==> src/rtl/forward_unit.sv <==
// Forwarding / hazard controller for the 32-bit ALU pipeline.
// Shadows the register writers in EX and MEM and produces registered 2-bit
// operand-mux selects for the instruction entering EX. Load-use hazards
// hold issue off until the load result can be forwarded. A flush removes
// the instruction in the EX shadow.
module forward_unit #(
  parameter int REG_AW      = 5,
  parameter int EXTRA_STALL = 0
) (
  input  logic              clk,
  input  logic              rst_n,
  input  logic              iss_valid,
  output logic              iss_ready,
  input  logic [REG_AW-1:0] iss_rs1,
  input  logic [REG_AW-1:0] iss_rs2,
  input  logic [REG_AW-1:0] iss_rd,
  input  logic              iss_regwrite,
  input  logic              iss_memread,
  input  logic              flush,
  output logic [1:0]        fwd_a_sel,
  output logic [1:0]        fwd_b_sel,
  output logic              stall
);

  localparam logic [1:0] SEL_RF  = 2'b00;
  localparam logic [1:0] SEL_MEM = 2'b01;  // producer sits in EX/MEM
  localparam logic [1:0] SEL_WB  = 2'b10;  // producer sits in MEM/WB
  localparam logic [2:0] CNT_INIT = 3'(EXTRA_STALL);

  // Writer description shared by every shadow slot.
  typedef struct packed {
    logic              valid;
    logic [REG_AW-1:0] rd;
    logic              we;
  } wr_t;

  // The EX slot also records whether the writer is a load.
  typedef struct packed {
    wr_t  w;
    logic ld;
  } ex_slot_t;

  typedef enum logic {ST_RUN, ST_STALL} state_t;

  // A writer that has reached WB is visible through the register file
  // (write-before-read), so it never affects forwarding or hazards and
  // only the EX and MEM shadows are kept.
  ex_slot_t ex_q, ex_d;
  wr_t      mem_q;
  state_t   state_q, state_d;
  logic [2:0] cnt_q, cnt_d;
  logic [1:0] sel_a_q, sel_a_d, sel_b_q, sel_b_d;
  logic       stall_q, stall_d;
  logic       hazard, accept;

  function automatic logic match(input wr_t s, input logic [REG_AW-1:0] r);
    return s.valid && s.we && (s.rd != '0) && (s.rd == r);
  endfunction

  // Newest producer wins: the EX shadow is checked before MEM.
  function automatic logic [1:0] pick(input wr_t ex, input wr_t mem,
                                      input logic [REG_AW-1:0] r);
    if (match(ex, r))       return SEL_MEM;
    else if (match(mem, r)) return SEL_WB;
    else                    return SEL_RF;
  endfunction

  // Issue handshake: a load in EX feeding either source holds issue off.
  always_comb begin
    hazard    = iss_valid && ex_q.ld &&
                (match(ex_q.w, iss_rs1) || match(ex_q.w, iss_rs2));
    iss_ready = (state_q == ST_RUN) && !hazard && !flush;
    accept    = iss_valid && iss_ready;
  end

  // Next-state for shadows, selects, stall flag and the stall FSM.
  always_comb begin
    // NOTE: every target gets a default first so no path leaves a latch.
    ex_d    = '0;
    sel_a_d = SEL_RF;
    sel_b_d = SEL_RF;
    stall_d = !flush && (hazard || (state_q == ST_STALL));
    state_d = state_q;
    cnt_d   = cnt_q;

    if (accept) begin
      ex_d.w.valid = 1'b1;
      ex_d.w.rd    = iss_rd;
      ex_d.w.we    = iss_regwrite;
      ex_d.ld      = iss_memread;
      sel_a_d      = pick(ex_q.w, mem_q, iss_rs1);
      sel_b_d      = pick(ex_q.w, mem_q, iss_rs2);
    end

    if (flush) begin
      state_d = ST_RUN;
      cnt_d   = '0;
    end else begin
      case (state_q)
        ST_RUN: begin
          if (hazard && (EXTRA_STALL != 0)) begin
            state_d = ST_STALL;
            cnt_d   = CNT_INIT;
          end
        end
        ST_STALL: begin
          cnt_d = cnt_q - 3'd1;
          if (cnt_q == 3'd1) state_d = ST_RUN;
        end
        default: state_d = ST_RUN;
      endcase
    end
  end

  // State registers; MEM always takes what was in EX, even across a flush.
  always_ff @(posedge clk or negedge rst_n) begin
    if (!rst_n) begin
      ex_q    <= '0;
      mem_q   <= '0;
      state_q <= ST_RUN;
      cnt_q   <= '0;
      sel_a_q <= SEL_RF;
      sel_b_q <= SEL_RF;
      stall_q <= 1'b0;
    end else begin
      // NOTE: non-blocking so every register samples pre-edge values.
      ex_q    <= ex_d;
      mem_q   <= ex_q.w;
      state_q <= state_d;
      cnt_q   <= cnt_d;
      sel_a_q <= sel_a_d;
      sel_b_q <= sel_b_d;
      stall_q <= stall_d;
    end
  end

  assign fwd_a_sel = sel_a_q;
  assign fwd_b_sel = sel_b_q;
  assign stall     = stall_q;

endmodule

==> config.mk <==
export PLATFORM = sky130hd
export DESIGN_NAME = forward_unit
export DESIGN_NICKNAME = d
export VERILOG_FILES = /design/src/rtl/forward_unit.sv
export SDC_FILE = /design/constraint.sdc
export NUM_CORES = 1
export LEC_CHECK = 0
export ABC_AREA = 1
export CAP_MARGIN = 20
export CORE_ASPECT_RATIO = 0.6
export CORE_MARGIN = 8
export CORE_UTILIZATION = 45
export DETAILED_ROUTE_END_ITERATION = 10
export GPL_TIMING_DRIVEN = 0
export PLACE_DENSITY_LB_ADDON = 0.12
export SLEW_MARGIN = 20
export SYNTH_ARGS = -nofsm -noshare
export SYNTH_HDL_FRONTEND = slang
export SYNTH_SLANG_ARGS = --single-unit
==> constraint.sdc <==
create_clock -name clk -period 2.7 [get_ports clk]
set_input_delay 0.54 -clock clk [delete_from_list [all_inputs] [get_ports clk]]
set_output_delay 0.54 -clock clk [all_outputs]
set_load 0.005 [all_outputs]
Yosys cells after proc, flatten, opt, wreduce, memory -nomap -nowiden
Cells that the tools add are included.
{"block": "totals", "reg_bits": 24, "in_bits": 21, "output_inout_bits": 6, "wordCells": 52}
{"block": "classes", "add_sub_neg": 1, "bitwise": 1, "mux": 12, "eq_ne": 5, "reduce_logical": 21}
{"op": "$eq A5 B5 Y1", "count": 4}
{"op": "$logic_and A1 B1 Y1", "count": 14}
{"op": "$mux W2", "count": 6}
{"op": "$reduce_bool A5 Y1", "count": 2}
{"op": "$mux W8", "count": 1}
{"op": "$mux W3", "count": 2}
{"op": "$eq A3 B1 Y1 const B", "count": 1}
{"op": "$mux W1", "count": 3}
{"op": "$sub A3 B1 Y3 const B", "count": 1}
{"op": "$logic_not A1 Y1", "count": 2}
{"op": "$logic_or A1 B1 Y1", "count": 2}
{"op": "$reduce_bool A2 Y1", "count": 1}
{"op": "$not A1 Y1", "count": 1}

Longest topological paths before layout
{"block": "logic_depth", "word_depth": 10, "ltp_mapped": 11, "ltp_nobuf": 10}

Worst setup path after synthesis
OpenSTA, ideal clock, no wires.
{"block": "synth_path", "path_kind": "input-to-output", "startpoint": "input iss_rs2[1]", "endpoint": "output iss_ready", "cell_stages": 6, "t_arrival_ns": 1.057, "slack_ns": 1.103, "n_path_buf": 0, "path_cell_list": "xnor2_1 > nand2_1 > nor2_1 > nand3_2 > nand2_2 > a21oi_1"}
{"block": "synth_between", "elab_chain_len": 7}
{"element": "from (decl)", "line": "15", "text": "input logic [REG_AW-1:0] iss_rs2,"}
{"element": "$eq A5 B5 Y1", "line": "57", "text": "return s.valid && s.we && (s.rd != '0) && (s.rd == r);"}
{"element": "$logic_and A1 B1 Y1", "line": "57"}
{"element": "$logic_or A1 B1 Y1", "line": "71", "text": "(match(ex_q.w, iss_rs1) || match(ex_q.w, iss_rs2));"}
{"element": "$logic_and A1 B1 Y1", "line": "70", "text": "hazard = iss_valid && ex_q.ld &&"}
{"element": "$logic_not A1 Y1", "line": "72", "text": "iss_ready = (state_q == ST_RUN) && !hazard && !flush;"}
{"element": "$logic_and A1 B1 Y1 (2 in a row)", "line": "72"}
{"element": "to (decl)", "line": "13", "text": "output logic iss_ready,"}
No other way between the ends.

Worst setup path after layout
{"block": "layout_path", "startpoint": "input iss_rs1[0]", "endpoint": "output iss_ready"}
{"block": "layout_between", "elab_chain_len": 7}
{"element": "from (decl)", "line": "14", "text": "input logic [REG_AW-1:0] iss_rs1,"}
{"element": "$eq A5 B5 Y1", "line": "57"}
{"element": "$logic_and A1 B1 Y1", "line": "57"}
{"element": "$logic_or A1 B1 Y1", "line": "71"}
{"element": "$logic_and A1 B1 Y1", "line": "70"}
{"element": "$logic_not A1 Y1", "line": "72"}
{"element": "$logic_and A1 B1 Y1 (2 in a row)", "line": "72"}
No other way between the ends.

==> summary.md <==
| Metric | Value |
|---|---|
| Status | `complete, no violations` |
| Setup slack, reg-to-reg | `1.17 ns` |
| Sink count of the clock tree | `24` |
| Minimum clock period after layout | `2.34 ns` |
| Post-placement setup slack | `0.0280 ns` |
| Worst reg2reg path depth | `9` |
| Hold buffers post-CTS | `0` |
| Post-route DRC | `0` |
| Post-layout utilization of the core | `61.5%` |
| Clock-pin slew on the worst setup and hold paths | `0.08 ns` |
| Count of buffers from port buffering | `26` |
| Number of storage elements in the synthesis netlist | `24` |
| Largest net degree at the start of global routing | `25` |
| Total wirelength of the detailed-routed design | `2150 um` |
| CTS H-tree depth | `1` |
| MaxCap Viol Count | `0` |
| Library cells used by synthesis | `20` |
| Min-Delay Path Class | `primary input to async pin` |
| Share of post-route cells with drive strength above 1 | `17.4%` |
| Req. time, crit path | `2.16 ns` |
| Number of DRC violations after detailed-routing iteration 0 | `33` |
| Num CTS Buffers | `3` |
| Overall power of the completed layout | `773 uW` |
| Slew Limit Headroom | `66.0%` |
| Category of the worst setup path launch point | `primary input` |
| Total congestion overflow after global routing | `0` |
| Maximum buffer depth of the clock tree | `2` |
| Clock skew after layout | `0.00259 ns` |
| Worst path bufs/invs | `2` |
| Synthesized Nets | `142` |
| Vias post-DR | `808` |
| Max stage delay on crit path | `0.51 ns` |
| Global-route usage over all layers | `11.0%` |
| Mapped Cells | `119` |
| R2R Path End | `fwd_a_sel[0]` |
| Cell type with the largest total area after synthesis | `sky130_fd_sc_hd__dfrtp_1` |
| Start of the worst register-to-register path | `ex_q[2]` |
| Signed area change from the synthesized netlist to the final layout | `32.1%` |
| Number of setup violations in the final report | `0` |
| GP Congestion | `0.852` |
| Count of nets after finishing | `173` |
| Die Ht | `55.2 um` |
| Clock tree from TritonCTS | `yes` |
| Routed wire length per instance | `11.9 um` |
| Clk Latency, worst-skew pair | `0.26 ns` |
| Top Ports | `27` |
| Half-perimeter wire length of the detailed placement result | `1780 um` |
| Vias in the first global route | `781` |
| Total die area | `4480 um2` |
| Post-cts repair resize count | `0` |
| Antenna diode count | `0` |
| VDD IR-drop max | `0.274 mV` |
| Cell with the largest stage delay on the worst path | `sky130_fd_sc_hd__clkdlybuf4s50_1` |
| Top delay family on crit path | `buffers and inverters` |
| Initial antenna violation count | `0` |
| Number of synthesis warnings | `0` |
| Summed negative setup slack over all endpoints | `0 ns` |
| PD cells | `509 nW/um2` |
| Classification of the worst setup path | `primary input to primary output` |
| Final standard cell area without fillers | `1520 um2` |
| Synthesized area per cell | `9.66 um2` |
| Placed cell areas | `1450 um2` |
| Number of hold violations in the final report | `0` |
| Length of the first detailed-routing pass in iterations | `4` |
| Maximum frequency from static timing analysis | `428 MHz` |
| Capturing element type of the critical path | `primary output` |
| Row Count | `14` |
| Chain of cells forming the critical path | `clkdlybuf4s50_1, xnor2_1, nand2_1, nor2_2, nand3_2, nand2_2, a21oi_1, dlymetal6s2s_1` |
| Vias per Instance | `4.46` |
| CTS root buf | `sky130_fd_sc_hd__clkbuf_8` |
| Final-report max-slew violation count | `0` |
| Post-CTS setup repair buffer count | `0` |
| Summed instance area of the synthesized netlist | `1150 um2` |
| Largest cells by area after synthesis | `sky130_fd_sc_hd__dfrtp_1, sky130_fd_sc_hd__xnor2_1, sky130_fd_sc_hd__nor2_2` |
| Largest driver fanout on the critical path | `3` |
| Proportion of synthesized chip area in sequential cells | `52.2%` |
| Data arrival time of the worst path | `1.80 ns` |
| Standby leakage power | `0.000724 uW` |
| Post-detailed-route count of antenna-violating nets | `0` |
| First-pass GRT wire length | `3720 um` |
| Transition time of the tightest slew-check pin | `0.511 ns` |
| Die boundary width | `81.3 um` |
| Final worst slack | `0.361 ns` |
| Initial core utilization | `46.6%` |
| RSZ-0062 raised after global routing | `false` |
| Synth top area share | `52.2%` |
| Placeable core area | `2470 um2` |
| Period utilisation layout | `86.6%` |
## per-stage QoR
step / std cells / hold WS [ns]
2_1_floorplan: 119 / 0.244
3_3_place_gp: 177 / 0.359
3_5_place_dp: 177 / 0.368
4_1_cts: 181 / 0.383
5_1_grt: 181 / 0.276
6_report: 181 / 0.237
## layout by cell type, fill, tap and decap left out
cell / n
sky130_fd_sc_hd__buf_6: 1
sky130_fd_sc_hd__xnor2_1: 11
sky130_fd_sc_hd__a21oi_1: 3
sky130_fd_sc_hd__clkdlybuf4s50_1: 24
sky130_fd_sc_hd__or2_0: 1
sky130_fd_sc_hd__dlymetal6s2s_1: 1
sky130_fd_sc_hd__nand3_2: 3
sky130_fd_sc_hd__o21ai_1: 3
sky130_fd_sc_hd__nand3_1: 2
sky130_fd_sc_hd__bufinv_16: 1
sky130_fd_sc_hd__dfrtp_1: 24
sky130_fd_sc_hd__ha_1: 2
sky130_fd_sc_hd__nand4_1: 2
sky130_fd_sc_hd__clkbuf_8: 3
sky130_fd_sc_hd__nand3b_1: 1
sky130_fd_sc_hd__xor2_1: 7
sky130_fd_sc_hd__nand2_2: 2
sky130_fd_sc_hd__nor3_1: 2
sky130_fd_sc_hd__nor2_2: 11
sky130_fd_sc_hd__inv_1: 15
sky130_fd_sc_hd__nand2_1: 15
sky130_fd_sc_hd__nor2_1: 9
sky130_fd_sc_hd__inv_2: 4
sky130_fd_sc_hd__buf_2: 1
sky130_fd_sc_hd__o22ai_1: 1
## kinds of logic after synthesis
group,after synthesis,synth area share (%)
buffers and inverters,20,7.18
AOI/OAI and AO/OA,7,3.16
xor gates and xnor gates,18,13.7
and+or+nand+nor,48,21.5
DFF,24,52.2
adders and majority gates,2,2.18
## cells in the mapped netlist
library cell and instances:
sky130_fd_sc_hd__xor2_1 7, sky130_fd_sc_hd__or2_0 1, sky130_fd_sc_hd__buf_6 1, sky130_fd_sc_hd__ha_1 2, sky130_fd_sc_hd__xnor2_1 11, sky130_fd_sc_hd__o21ai_1 3, sky130_fd_sc_hd__nor3_1 2, sky130_fd_sc_hd__nand3b_1 1
sky130_fd_sc_hd__nand3_2 3, sky130_fd_sc_hd__nand4_1 2, sky130_fd_sc_hd__o22ai_1 1, sky130_fd_sc_hd__a21oi_1 3, sky130_fd_sc_hd__nand2_2 2, sky130_fd_sc_hd__nor2_1 9, sky130_fd_sc_hd__nand3_1 2, sky130_fd_sc_hd__nand2_1 15
sky130_fd_sc_hd__nor2_2 11, sky130_fd_sc_hd__inv_1 15, sky130_fd_sc_hd__dfrtp_1 24, sky130_fd_sc_hd__inv_2 4
## cell type report
class / instances / area (um2)
multi-input cells: 75 / 467
inverters: 19 / 71.3
plain buffers: 1 / 11.3
repair buffers: 26 / 258
well taps: 32 / 40.0
fillers: 202 / 951
flip-flops and latches: 24 / 601
clock inverters: 1 / 30.0
clock buffers: 3 / 41.3
## flip-flops by register name (all words and copies together), names as in the netlist
register / flops
mem_q: 7
stall: 1
cnt_q: 3
fwd_b_sel: 2
state_q: 1
ex_q: 8
fwd_a_sel: 2
## per-layer routing
metal	global-route usage (%)	vias to the layer above	routed length, um
li1	-	421	-
met1	14.3	364	1030
met2	17.2	21	952
met3	3.71	2	140
met4	3.53	0	27
met5	0	-	0
## worst max-delay path by stage
stage	start	end	cells after the start
floorplan	iss_rs2[1]	iss_ready	6
global placement	iss_rs1[4]	iss_ready	7
detailed placement	iss_rs1[1]	iss_ready	10
CTS	iss_rs1[4]	iss_ready	7
global route	iss_rs1[0]	iss_ready	8
finish	iss_rs1[0]	iss_ready	8
## where the power goes
group | switching (uW) | internal (uW) | total, uW
logic | 40.3 | 49.7 | 90.0
registers | 9.01 | 368 | 377
clock network | 108 | 198 | 306
total | 157 | 616 | 773
No activity file was read; power rests on OpenSTA's default activity.
